<file path="config.mk">
export PLATFORM = sky130hd
export DESIGN_NAME = dr32e_data_bus_arb
export DESIGN_NICKNAME = d
export VERILOG_FILES = /design/src/rtl/dr32e_data_bus_arb.sv
export SDC_FILE = /design/constraint.sdc
export NUM_CORES = 1
export LEC_CHECK = 0
export CORE_AREA = 4 4 122 124
export CTS_BUF_LIST = sky130_fd_sc_hd__clkbuf_2
export DETAILED_ROUTE_END_ITERATION = 8
export DIE_AREA = 0 0 126 128
export MAX_ROUTING_LAYER = met4
export PLACE_DENSITY = 0.63
export SETUP_SLACK_MARGIN = 0.5
export SYNTH_ARGS = -nofsm -noshare
export SYNTH_HDL_FRONTEND = slang
export SYNTH_SLANG_ARGS = --single-unit
export TNS_END_PERCENT = 10
</file>
<file path="constraint.sdc">
create_clock -name clk_i -period 5.6 [get_ports clk_i]
set_clock_uncertainty 0.1 [all_clocks]
set_input_delay 0.84 -clock clk_i [delete_from_list [all_inputs] [get_ports clk_i]]
set_output_delay 0.84 -clock clk_i [all_outputs]
set_load 0.02 [all_outputs]
</file>
<file path="src/rtl/dr32e_data_bus_arb.sv">
// dr32e_data_bus_arb
//   Shares the single data-memory port between the LSU (requester 0) and the
//   debug/system-bus unit (requester 1). The winning request is forwarded to
//   memory combinationally. A 2-entry owner FIFO remembers who issued each
//   granted transaction so that rvalid/rdata/errors return to the issuer.
//
// Ports
//   clk_i, rst_ni                      core clock, async active-low reset
//   lsu_* / dbg_*  (req/we/be/addr/wdata in; gnt/rvalid/rdata/bus_err/pmp_err out)
//   data_*         memory-side request out, gnt/rvalid/rdata/errors in
//   outstanding_o  granted-but-unanswered transactions (0..2)
//   spurious_rsp_o sticky: rvalid seen with nothing outstanding
module dr32e_data_bus_arb #(
    parameter bit          MemECC       = 1'b0,
    parameter int unsigned MemDataWidth = MemECC ? 39 : 32
) (
    input  logic                    clk_i,
    input  logic                    rst_ni,
    // LSU requester
    input  logic                    lsu_req_i,
    input  logic                    lsu_we_i,
    input  logic [3:0]              lsu_be_i,
    input  logic [31:0]             lsu_addr_i,
    input  logic [31:0]             lsu_wdata_i,
    output logic                    lsu_gnt_o,
    output logic                    lsu_rvalid_o,
    output logic [MemDataWidth-1:0] lsu_rdata_o,
    output logic                    lsu_bus_err_o,
    output logic                    lsu_pmp_err_o,
    // Debug requester
    input  logic                    dbg_req_i,
    input  logic                    dbg_we_i,
    input  logic [3:0]              dbg_be_i,
    input  logic [31:0]             dbg_addr_i,
    input  logic [31:0]             dbg_wdata_i,
    output logic                    dbg_gnt_o,
    output logic                    dbg_rvalid_o,
    output logic [MemDataWidth-1:0] dbg_rdata_o,
    output logic                    dbg_bus_err_o,
    output logic                    dbg_pmp_err_o,
    // Memory side
    output logic                    data_req_o,
    output logic                    data_we_o,
    output logic [3:0]              data_be_o,
    output logic [31:0]             data_addr_o,
    output logic [31:0]             data_wdata_o,
    input  logic                    data_gnt_i,
    input  logic                    data_rvalid_i,
    input  logic [MemDataWidth-1:0] data_rdata_i,
    input  logic                    data_bus_err_i,
    input  logic                    data_pmp_err_i,
    // Status
    output logic [1:0]              outstanding_o,
    output logic                    spurious_rsp_o
);

    logic [1:0] r_fifo;      // owner id per slot
    logic       r_rptr;
    logic       r_wptr;
    logic [1:0] r_count;
    logic       r_last_id;
    logic       r_hold;
    logic       r_hold_id;
    logic       r_spurious;

    logic [1:0] w_req;
    logic       w_sel;
    logic       w_full;
    logic       w_data_req;
    logic       w_grant;
    logic       w_pop;
    logic       w_head;

    assign w_req = {dbg_req_i, lsu_req_i};

    // A stalled request keeps the bus until granted, otherwise round-robin.
    always_comb begin
        w_sel = 1'b0;
        if (r_hold && w_req[r_hold_id]) begin
            w_sel = r_hold_id;
        end else begin
            unique case (w_req)
                2'b01:   w_sel = 1'b0;
                2'b10:   w_sel = 1'b1;
                2'b11:   w_sel = ~r_last_id;
                default: w_sel = 1'b0;
            endcase
        end
    end

    // Registered count only: a pop in this cycle does not free a slot yet.
    assign w_full     = (r_count == 2'd2);
    assign w_data_req = w_req[w_sel] & ~w_full;
    assign w_grant    = w_data_req & data_gnt_i;
    assign w_pop      = data_rvalid_i & (r_count != 2'd0);
    assign w_head     = r_fifo[r_rptr];

    // Request outputs are masked while reset is asserted.
    assign data_req_o   = w_data_req & rst_ni;
    assign data_we_o    = w_sel ? dbg_we_i    : lsu_we_i;
    assign data_be_o    = w_sel ? dbg_be_i    : lsu_be_i;
    assign data_addr_o  = w_sel ? dbg_addr_i  : lsu_addr_i;
    assign data_wdata_o = w_sel ? dbg_wdata_i : lsu_wdata_i;

    assign lsu_gnt_o = w_grant & ~w_sel & rst_ni;
    assign dbg_gnt_o = w_grant &  w_sel & rst_ni;

    assign lsu_rvalid_o  = w_pop & ~w_head;
    assign dbg_rvalid_o  = w_pop &  w_head;
    assign lsu_rdata_o   = data_rdata_i;
    assign dbg_rdata_o   = data_rdata_i;
    assign lsu_bus_err_o = lsu_rvalid_o & data_bus_err_i;
    assign lsu_pmp_err_o = lsu_rvalid_o & data_pmp_err_i;
    assign dbg_bus_err_o = dbg_rvalid_o & data_bus_err_i;
    assign dbg_pmp_err_o = dbg_rvalid_o & data_pmp_err_i;

    assign outstanding_o  = r_count;
    assign spurious_rsp_o = r_spurious;

    always_ff @(posedge clk_i or negedge rst_ni) begin
        if (!rst_ni) begin
            r_fifo     <= 2'b00;
            r_rptr     <= 1'b0;
            r_wptr     <= 1'b0;
            r_count    <= 2'd0;
            r_last_id  <= 1'b1;  // LSU wins the first tie
            r_hold     <= 1'b0;
            r_hold_id  <= 1'b0;
            r_spurious <= 1'b0;
        end else begin
            if (w_grant) begin
                r_fifo[r_wptr] <= w_sel;
                r_wptr         <= ~r_wptr;
                r_last_id      <= w_sel;
            end
            if (w_pop) begin
                r_rptr <= ~r_rptr;
            end
            case ({w_grant, w_pop})
                2'b10:   r_count <= r_count + 2'd1;
                2'b01:   r_count <= r_count - 2'd1;
                default: r_count <= r_count;
            endcase
            if (w_grant) begin
                r_hold <= 1'b0;
            end else if (w_data_req) begin
                r_hold    <= 1'b1;
                r_hold_id <= w_sel;
            end else if (r_hold && !w_req[r_hold_id]) begin
                // Held requester withdrew: fall back to round-robin.
                r_hold <= 1'b0;
            end
            if (data_rvalid_i && (r_count == 2'd0)) begin
                r_spurious <= 1'b1;
            end
        end
    end

endmodule

</file>
==> flow_results.xml, run 1 <==
<?xml version="1.0" encoding="UTF-8"?>
<metrics>
  <group name="setup_path">
    <metric name="cp_max_fo" unit="">39</metric>
    <metric name="worstPathRequired" unit="ns">4.66</metric>
    <metric name="timing.setup.critical_path_class" unit="">input port to primary output</metric>
    <metric name="ff2ff_setup_slack" unit="ns">3.78</metric>
    <metric name="timing.critical_path.arrival" unit="ns">3.23</metric>
    <metric name="cp-start-kind" unit="">input port</metric>
    <metric name="rr_startpoint" unit="">outstanding_o[0]</metric>
    <metric name="capture_point_of_the_worst_reg_to_reg_path" unit="">outstanding_o[1]</metric>
    <metric name="worst_setup_path_endpoint" unit="">data_wdata_o[15]</metric>
    <metric name="launch_point_of_the_worst_path" unit="">dbg_req_i</metric>
    <metric name="cp-end-kind" unit="">primary output</metric>
    <metric name="timing.reg2reg.worst_path_depth" unit="">5</metric>
  </group>
  <group name="clocking">
    <metric name="clock-root-buffer" unit="">sky130_fd_sc_hd__clkbuf_2</metric>
    <metric name="clk_path_buf_depth" unit="">2</metric>
    <metric name="clkTransAtPathRegs" unit="ns">0.10</metric>
    <metric name="tritoncts" unit="">built</metric>
    <metric name="post_cts.repair.setup_buffers" unit="">0</metric>
    <metric name="clk-insertion-delay-late" unit="ns">0.25</metric>
    <metric name="tritoncts.num_buffers" unit="">3</metric>
    <metric name="cts_repair_resize_count" unit="">0</metric>
    <metric name="ctsHtreeMaxLevel" unit="">1</metric>
    <metric name="ctsHoldBuffers" unit="">0</metric>
    <metric name="cts.sinks" unit="">10</metric>
  </group>
  <group name="place">
    <metric name="global_placer_s_final_weighted_congestion" unit="">0.874</metric>
    <metric name="dpl-instance-area" unit="mm²">0.00386</metric>
    <metric name="detailed_place_hpwl" unit="µm">9270</metric>
    <metric name="place.port_buffers" unit="">226</metric>
    <metric name="dp.cells" unit="">534</metric>
  </group>
  <group name="floorplan">
    <metric name="die_width" unit="µm">126</metric>
    <metric name="std_cell_rows" unit="">43</metric>
    <metric name="coreArea" unit="mm²">0.0138</metric>
    <metric name="floorplan.io_pins" unit="">323</metric>
    <metric name="start_util" unit="%">13.8</metric>
    <metric name="die_h" unit="µm">128</metric>
    <metric name="dieArea" unit="mm²">0.0161</metric>
  </group>
  <group name="synth">
    <metric name="synth_edf_count" unit="">0</metric>
    <metric name="number_of_library_cell_types_mapped_by_synthesis" unit="">32</metric>
    <metric name="synth.net_count" unit="">377</metric>
    <metric name="synthDominantAreaCellType" unit="">sky130_fd_sc_hd__mux2_2</metric>
    <metric name="ys.warnings.count" unit="">0</metric>
    <metric name="synth.avg_cell_area" unit="µm²">9.61</metric>
    <metric name="synth_top_cells_by_count" unit="">69 x sky130_fd_sc_hd__buf_4, 59 x sky130_fd_sc_hd__mux2_2, 10 x sky130_fd_sc_hd__mux2_1</metric>
    <metric name="synthDominantCellAreaShare" unit="%">34.9</metric>
    <metric name="ys.flop_type" unit="">sky130_fd_sc_hd__dfrtp_1</metric>
    <metric name="synth.most_common_cell" unit="">sky130_fd_sc_hd__buf_4</metric>
    <metric name="yosys_register_bits" unit="">10</metric>
    <metric name="syn_inst" unit="">198</metric>
    <metric name="synth_top_cells_by_area" unit="">sky130_fd_sc_hd__mux2_2 35%, sky130_fd_sc_hd__buf_4 27%, sky130_fd_sc_hd__dfrtp_1 12%</metric>
    <metric name="synth-async-reset-ratio" unit="%">100</metric>
    <metric name="synth_seq_area_share" unit="%">13.2</metric>
    <metric name="post_synth_instance_area" unit="mm²">0.00190</metric>
  </group>
  <group name="global_routing">
    <metric name="first_global_vias" unit="">2110</metric>
    <metric name="globalRoute.busiestLayer" unit="">met2</metric>
    <metric name="fraction_of_met2_tracks_used_by_global_routing" unit="%">18.4</metric>
    <metric name="maximum_number_of_pins_on_one_net_before_global_route_repair" unit="">40</metric>
    <metric name="gr-usage-met3" unit="%">6.54</metric>
    <metric name="global_route.usage.total" unit="%">12.0</metric>
    <metric name="grt_use_met1" unit="%">14.1</metric>
    <metric name="grt_antenna_before_repair" unit="">4</metric>
    <metric name="grt-ovfl-total" unit="">0</metric>
    <metric name="wire_length_of_the_first_global_routing_pass" unit="µm">14200</metric>
  </group>
  <group name="route">
    <metric name="wl_per_cell" unit="µm">19.4</metric>
    <metric name="route.final.wire_length" unit="µm">10500</metric>
    <metric name="total_number_of_vias" unit="">2015</metric>
    <metric name="antenna_left" unit="">0</metric>
    <metric name="viasPerCell" unit="">3.72</metric>
    <metric name="drt-pass1-iter-count" unit="">4</metric>
    <metric name="drc_errors" unit="">0</metric>
    <metric name="drt_first_iter_violations" unit="">27</metric>
  </group>
  <group name="power_and_ir_drop">
    <metric name="powerDensity" unit="mW/mm²">240</metric>
    <metric name="power.ir.vdd_worst" unit="mV">0.218</metric>
    <metric name="p_leak" unit="nW">1.43</metric>
    <metric name="report.power.total" unit="mW">0.935</metric>
  </group>
  <group name="sta">
    <metric name="rsz0062_at_grt" unit="">no</metric>
    <metric name="maxClockFrequency" unit="MHz">240</metric>
    <metric name="final.setup.tns" unit="ns">0</metric>
    <metric name="timing_hold_violations_final" unit="">0</metric>
    <metric name="relSlewSlack" unit="%">63.6</metric>
    <metric name="layout_min_cycle_time" unit="ns">4.17</metric>
    <metric name="final.period_utilization" unit="%">74.5</metric>
    <metric name="report.final.slew_viol_count" unit="">0</metric>
    <metric name="setup_violations" unit="">0</metric>
    <metric name="max_slew.worst_pin.slew" unit="ns">0.540</metric>
  </group>
  <group name="final_layout">
    <metric name="multi_input_gate_area" unit="mm²">0.00109</metric>
    <metric name="area_growth" unit="%">104</metric>
    <metric name="regArea" unit="µm²">251</metric>
    <metric name="final_nets" unit="">538</metric>
    <metric name="utilization" unit="%">28.2</metric>
    <metric name="filler_cell_count_in_the_final_layout" unit="">1450</metric>
    <metric name="final_design_area_no_fill" unit="mm²">0.00389</metric>
    <metric name="layout-drive-gt1-share" unit="%">18.4</metric>
    <metric name="layout.cells.non_filler" unit="">542</metric>
  </group>
  <group name="job">
    <metric name="drv_cap" unit="">0</metric>
  </group>
  <group name="worst_hold_path">
    <metric name="hold_path_class" unit="">flop to flop</metric>
  </group>
  <group name="status">
    <metric name="run_status" unit="">complete, no violations</metric>
  </group>
</metrics>
==> layout by cell type (no fill, tap or decap) <==
cell type	netlist	layout
sky130_fd_sc_hd__nand2_1	2	2
sky130_fd_sc_hd__and2_1	5	5
sky130_fd_sc_hd__nor2b_1	4	4
sky130_fd_sc_hd__o21ai_0	1	1
sky130_fd_sc_hd__a2bb2oi_1	2	2
sky130_fd_sc_hd__inv_1	4	4
sky130_fd_sc_hd__diode_2	0	4
sky130_fd_sc_hd__a31oi_1	2	2
sky130_fd_sc_hd__o211a_1	1	1
sky130_fd_sc_hd__a211oi_1	1	1
sky130_fd_sc_hd__or2_1	1	1
sky130_fd_sc_hd__a21o_1	1	1
sky130_fd_sc_hd__dfstp_2	1	1
sky130_fd_sc_hd__mux2i_1	1	1
sky130_fd_sc_hd__nor2_1	3	3
sky130_fd_sc_hd__a31oi_4	1	1
sky130_fd_sc_hd__a41oi_1	2	2
sky130_fd_sc_hd__xor2_1	1	1
sky130_fd_sc_hd__xnor2_1	4	4
sky130_fd_sc_hd__mux2_1	10	10
sky130_fd_sc_hd__mux2_2	59	59
sky130_fd_sc_hd__nand2b_1	2	2
sky130_fd_sc_hd__o31a_1	1	1
sky130_fd_sc_hd__o211ai_1	1	1
sky130_fd_sc_hd__nand3_1	1	1
sky130_fd_sc_hd__dfrtp_1	9	9
sky130_fd_sc_hd__clkdlybuf4s50_1	0	226
sky130_fd_sc_hd__ha_1	1	1
sky130_fd_sc_hd__nor3b_1	1	1
sky130_fd_sc_hd__clkbuf_2	0	3
sky130_fd_sc_hd__a211o_1	1	1
sky130_fd_sc_hd__clkinv_1	0	1
sky130_fd_sc_hd__and3_1	3	3
sky130_fd_sc_hd__buf_4	69	2
==> cell families (layout without fill, tap and decap cells) <==
logic type / after synthesis / in the layout / share of synthesized area (%)
simple gates: 22 / 22 / 6.57
fa+ha+maj: 1 / 1 / 0.657
buf+inv: 76 / 236 / 29.4
flops: 10 / 10 / 13.2
mux: 70 / 70 / 41.4
compound gates: 14 / 14 / 6.51
xor+xnor: 5 / 5 / 2.30
other cells: 0 / 4 / 0
==> how the worst min path moves through the flow <==
stage                     endpoint  slack [ns]  depth (start not counted)           start
finish              spurious_rsp_o        0.37                          1  spurious_rsp_o
global route                r_rptr        0.41                          1          r_rptr
global placement    spurious_rsp_o        0.35                          1  spurious_rsp_o
CTS                 spurious_rsp_o        0.39                          1  spurious_rsp_o
detailed placement  spurious_rsp_o        0.37                          1  spurious_rsp_o
floorplan                   r_rptr        0.37                          1          r_rptr
==> stage by stage <==
step	hold WS, ns	setup slack (ns)
floorplan	0.368	2.84
global placement	0.353	1.43
detailed placement	0.367	1.37
CTS	0.388	1.37
global route	0.412	1.27
finish	0.374	1.43
==> metal layers <==
layer | up-vias | wire length, µm
li1 | 957 | -
met1 | 895 | 4210
met2 | 150 | 4850
met3 | 13 | 1390
met4 | 0 | 85
met5 | - | 0
==> power breakdown <==
part	internal (mW)	leakage, nW	switching (mW)
combinational	0.415	1.30	0.338
sequential	0.108	0.113	0.0335
clock	0.0155	0.0141	0.0248
==> flip-flops by register name (all words and copies together) (netlist names) <==
signal	count
r_wptr	1
r_hold	1
r_last_id	1
outstanding_o	2
r_fifo	2
r_rptr	1
spurious_rsp_o	1
r_hold_id	1
==> area by class of cell <==
type / count / share of cell area [%]
repair buffers: 228 / 58.5
multi-input cells: 112 / 28.1
flip-flops and latches: 10 / 6.47
well taps: 180 / 5.79
clock buffers: 3 / 0.386
inverters: 4 / 0.386
diodes: 4 / 0.257
clock inverters: 1 / 0.0965
==> critical path, stage by stage <==
cell and delay (ns):
sky130_fd_sc_hd__clkdlybuf4s50_1 0.59, sky130_fd_sc_hd__inv_1 0.14, sky130_fd_sc_hd__a31oi_4 0.17, sky130_fd_sc_hd__buf_4 0.45, sky130_fd_sc_hd__mux2_1 0.43, sky130_fd_sc_hd__clkdlybuf4s50_1 0.56
No activity file was read; power rests on OpenSTA's default activity.
==> run 2: changes to the inputs <==
--- a/config.mk
+++ b/config.mk
@@ -5,10 +5,10 @@
 export SDC_FILE = /design/constraint.sdc
 export NUM_CORES = 1
 export LEC_CHECK = 0
-export CORE_AREA = 4 4 122 124
+export CORE_AREA = 4 4 123 125
 export CTS_BUF_LIST = sky130_fd_sc_hd__clkbuf_2
 export DETAILED_ROUTE_END_ITERATION = 8
-export DIE_AREA = 0 0 126 128
+export DIE_AREA = 0 0 127 129
 export MAX_ROUTING_LAYER = met4
 export PLACE_DENSITY = 0.63
 export SETUP_SLACK_MARGIN = 0.5
==> constraint.sdc (replaced) <==
create_clock -name clk_i -period 4.3 [get_ports clk_i]
set_clock_uncertainty 0.1 [all_clocks]
set_input_delay 0.645 -clock clk_i [delete_from_list [all_inputs] [get_ports clk_i]]
set_output_delay 0.645 -clock clk_i [all_outputs]
set_load 0.02 [all_outputs]
==> run 2 against run 1 <==
Compared with the run above:
- largest power group unchanged
- flip-flop and latch count did not move
- sequential share of layout area is essentially flat
- count of clock-buffer cells in the layout stayed put
- largest cell class unchanged
- power grew 28%
- combinational power grew 28%
- global-route usage down 2.4 points
- cell count is 0.55% lower
- core utilization decreased by 0.25 points
- sequential power rose by 31%
- critical path type unchanged
- register-to-register slack got worse by 1.3 ns
==> flow_results.xml, run 2 (synthesized netlist as in run 1, its figures left out) <==
<?xml version="1.0" encoding="UTF-8"?>
<metrics>
  <group name="route">
    <metric name="drc_errors" unit="">0</metric>
    <metric name="antenna_left" unit="">0</metric>
    <metric name="wl_per_cell" unit="µm">15.8</metric>
    <metric name="total_number_of_vias" unit="">2073</metric>
    <metric name="drt-pass1-iter-count" unit="">4</metric>
    <metric name="drt_first_iter_violations" unit="">38</metric>
    <metric name="viasPerCell" unit="">3.85</metric>
    <metric name="route.final.wire_length" unit="µm">8520</metric>
  </group>
  <group name="clocking">
    <metric name="tritoncts" unit="">built</metric>
    <metric name="clock-root-buffer" unit="">sky130_fd_sc_hd__clkbuf_2</metric>
    <metric name="tritoncts.num_buffers" unit="">3</metric>
    <metric name="clk-insertion-delay-late" unit="ns">0.25</metric>
    <metric name="cts.sinks" unit="">10</metric>
    <metric name="post_cts.repair.setup_buffers" unit="">0</metric>
    <metric name="clk_path_buf_depth" unit="">2</metric>
    <metric name="ctsHoldBuffers" unit="">0</metric>
    <metric name="clkTransAtPathRegs" unit="ns">0.11</metric>
    <metric name="ctsHtreeMaxLevel" unit="">1</metric>
    <metric name="cts_repair_resize_count" unit="">0</metric>
  </group>
  <group name="floorplan">
    <metric name="dieArea" unit="mm²">0.0164</metric>
    <metric name="std_cell_rows" unit="">43</metric>
    <metric name="die_width" unit="µm">127</metric>
    <metric name="floorplan.io_pins" unit="">323</metric>
    <metric name="start_util" unit="%">13.7</metric>
    <metric name="die_h" unit="µm">129</metric>
    <metric name="coreArea" unit="mm²">0.0139</metric>
  </group>
  <group name="job">
    <metric name="drv_cap" unit="">0</metric>
  </group>
  <group name="power_and_ir_drop">
    <metric name="netSwitchingPower" unit="mW">0.498</metric>
    <metric name="powerDensity" unit="mW/mm²">309</metric>
    <metric name="p_leak" unit="nW">1.43</metric>
    <metric name="pwr-share-seq" unit="%">15.5</metric>
    <metric name="share_comb_of_total_power" unit="%">80.1</metric>
    <metric name="power.ir.vdd_worst" unit="mV">0.185</metric>
    <metric name="report.power.total" unit="mW">1.20</metric>
    <metric name="cellInternalPower" unit="mW">0.702</metric>
    <metric name="swShare" unit="%">41.5</metric>
    <metric name="power.share.clock" unit="%">4.4</metric>
  </group>
  <group name="global_routing">
    <metric name="first_global_vias" unit="">2341</metric>
    <metric name="maximum_number_of_pins_on_one_net_before_global_route_repair" unit="">40</metric>
    <metric name="grt-ovfl-total" unit="">0</metric>
    <metric name="global_route.usage.total" unit="%">9.58</metric>
    <metric name="wire_length_of_the_first_global_routing_pass" unit="µm">12100</metric>
    <metric name="grt_antenna_before_repair" unit="">1</metric>
  </group>
  <group name="sta">
    <metric name="rsz0062_at_grt" unit="">no</metric>
    <metric name="layout_min_cycle_time" unit="ns">3.63</metric>
    <metric name="report.final.slew_viol_count" unit="">0</metric>
    <metric name="setup_violations" unit="">0</metric>
    <metric name="timing_hold_violations_final" unit="">0</metric>
    <metric name="max_slew.worst_pin.slew" unit="ns">0.548</metric>
    <metric name="relSlewSlack" unit="%">63.4</metric>
    <metric name="final.period_utilization" unit="%">84.5</metric>
    <metric name="maxClockFrequency" unit="MHz">275</metric>
    <metric name="final.setup.tns" unit="ns">0</metric>
  </group>
  <group name="setup_path">
    <metric name="worstPathRequired" unit="ns">3.56</metric>
    <metric name="cp-end-kind" unit="">primary output</metric>
    <metric name="timing.critical_path.arrival" unit="ns">2.89</metric>
    <metric name="critical_path.max_stage_delay" unit="ns">0.59</metric>
    <metric name="ordered_list_of_cells_on_the_worst_path" unit="">clkdlybuf4s50_1 -&gt; inv_1 -&gt; a31oi_4 -&gt; buf_4 -&gt; mux2_2 -&gt; clkdlybuf4s50_1</metric>
    <metric name="cp_max_fo" unit="">30</metric>
    <metric name="crit_path_top_delay_cell" unit="">sky130_fd_sc_hd__clkdlybuf4s50_1</metric>
    <metric name="cp-start-kind" unit="">input port</metric>
    <metric name="timing.setup.critical_path_class" unit="">input port to primary output</metric>
    <metric name="critical-path-top-cell-by-count" unit="">sky130_fd_sc_hd__clkdlybuf4s50_1</metric>
  </group>
  <group name="place">
    <metric name="global_placer_s_final_weighted_congestion" unit="">0.834</metric>
    <metric name="place.port_buffers" unit="">226</metric>
    <metric name="dp.cells" unit="">534</metric>
    <metric name="dpl-instance-area" unit="mm²">0.00386</metric>
    <metric name="detailed_place_hpwl" unit="µm">7470</metric>
  </group>
  <group name="final_layout">
    <metric name="mostFrequentLayoutCells" unit="">226 x sky130_fd_sc_hd__clkdlybuf4s50_1, 59 x sky130_fd_sc_hd__mux2_2, 10 x sky130_fd_sc_hd__mux2_1, 9 x sky130_fd_sc_hd__dfrtp_1, 5 x sky130_fd_sc_hd__and2_1</metric>
    <metric name="area_growth" unit="%">104</metric>
    <metric name="mostFrequentLayoutCell" unit="">sky130_fd_sc_hd__clkdlybuf4s50_1</metric>
    <metric name="filler_cell_count_in_the_final_layout" unit="">1472</metric>
    <metric name="final_nets" unit="">538</metric>
    <metric name="layout-drive-gt1-share" unit="%">18.4</metric>
    <metric name="utilization" unit="%">28.0</metric>
    <metric name="final_design_area_no_fill" unit="mm²">0.00389</metric>
    <metric name="layout.cells.non_filler" unit="">539</metric>
    <metric name="regArea" unit="µm²">251</metric>
    <metric name="multi_input_gate_area" unit="mm²">0.00109</metric>
  </group>
  <group name="status">
    <metric name="run_status" unit="">complete, no violations</metric>
  </group>
  <group name="worst_hold_path">
    <metric name="hold_path_class" unit="">flop to flop</metric>
  </group>
</metrics>
run 2: cell count changes in the layout (fill, tap and decap cells not counted), sizes merged:
cell	before	now
diode	4	1
run 2: cell type report:
| class | instances | area share (%) |
|---|---|---|
| clock inverters | 1 | 0.0966 |
| inverters | 4 | 0.386 |
| repair buffers | 228 | 58.7 |
| well taps | 180 | 5.80 |
| multi-input cells | 112 | 28.1 |
| diodes | 1 | 0.0644 |
| clock buffers | 3 | 0.386 |
| flip-flops and latches | 10 | 6.47 |
run 2: power groups by stage:
| stage | registers [mW] | logic, mW | clock network [mW] |
|---|---|---|---|
| after floorplan | 0.189 | 0.606 | 0 |
| after global placement | 0.187 | 0.960 | 0 |
| after detailed placement | 0.189 | 0.969 | 0 |
| after CTS | 0.188 | 0.977 | 0.0557 |
| after global routing | 0.197 | 1.03 | 0.0614 |
| final | 0.186 | 0.962 | 0.0528 |
run 2: worst paths after layout:
check / from / end / slack, ns / cells after the start
setup / recovery: dbg_req_i / data_be_o[1] / 0.67 / 6
hold / removal: spurious_rsp_o / spurious_rsp_o / 0.37 / 1
setup reg to reg: outstanding_o[0] / outstanding_o[1] / 2.53 / 6
hold reg to reg: spurious_rsp_o / spurious_rsp_o / 0.37 / 1
max in group asynchronous: rst_ni / r_last_id / 3.08 / 1
min in group asynchronous: rst_ni / r_fifo[0] / 0.64 / 1
run 2: worst max-delay path, delay by kind of cell:
kind	cells	cell delay (ns)
buffers and inverters	4	1.66
multiplexers	1	0.41
AO/OA/AOI/OAI	1	0.17
run 2: routing by layer:
metal	GRT usage, %	up-vias	part of all wire, %
met5	-	-	0
met2	17.0	196	48
met3	3.99	15	14
met1	9.96	913	36
met4	2.08	0	1.5
li1	-	949	-
run 2: through the flow:
stage / hold slack (ns) / setup slack (ns)
after CTS: 0.377 / 0.548
after global placement: 0.343 / 0.573
final: 0.370 / 0.666
after global routing: 0.386 / 0.523
after detailed placement: 0.350 / 0.549
after floorplan: 0.249 / 1.93
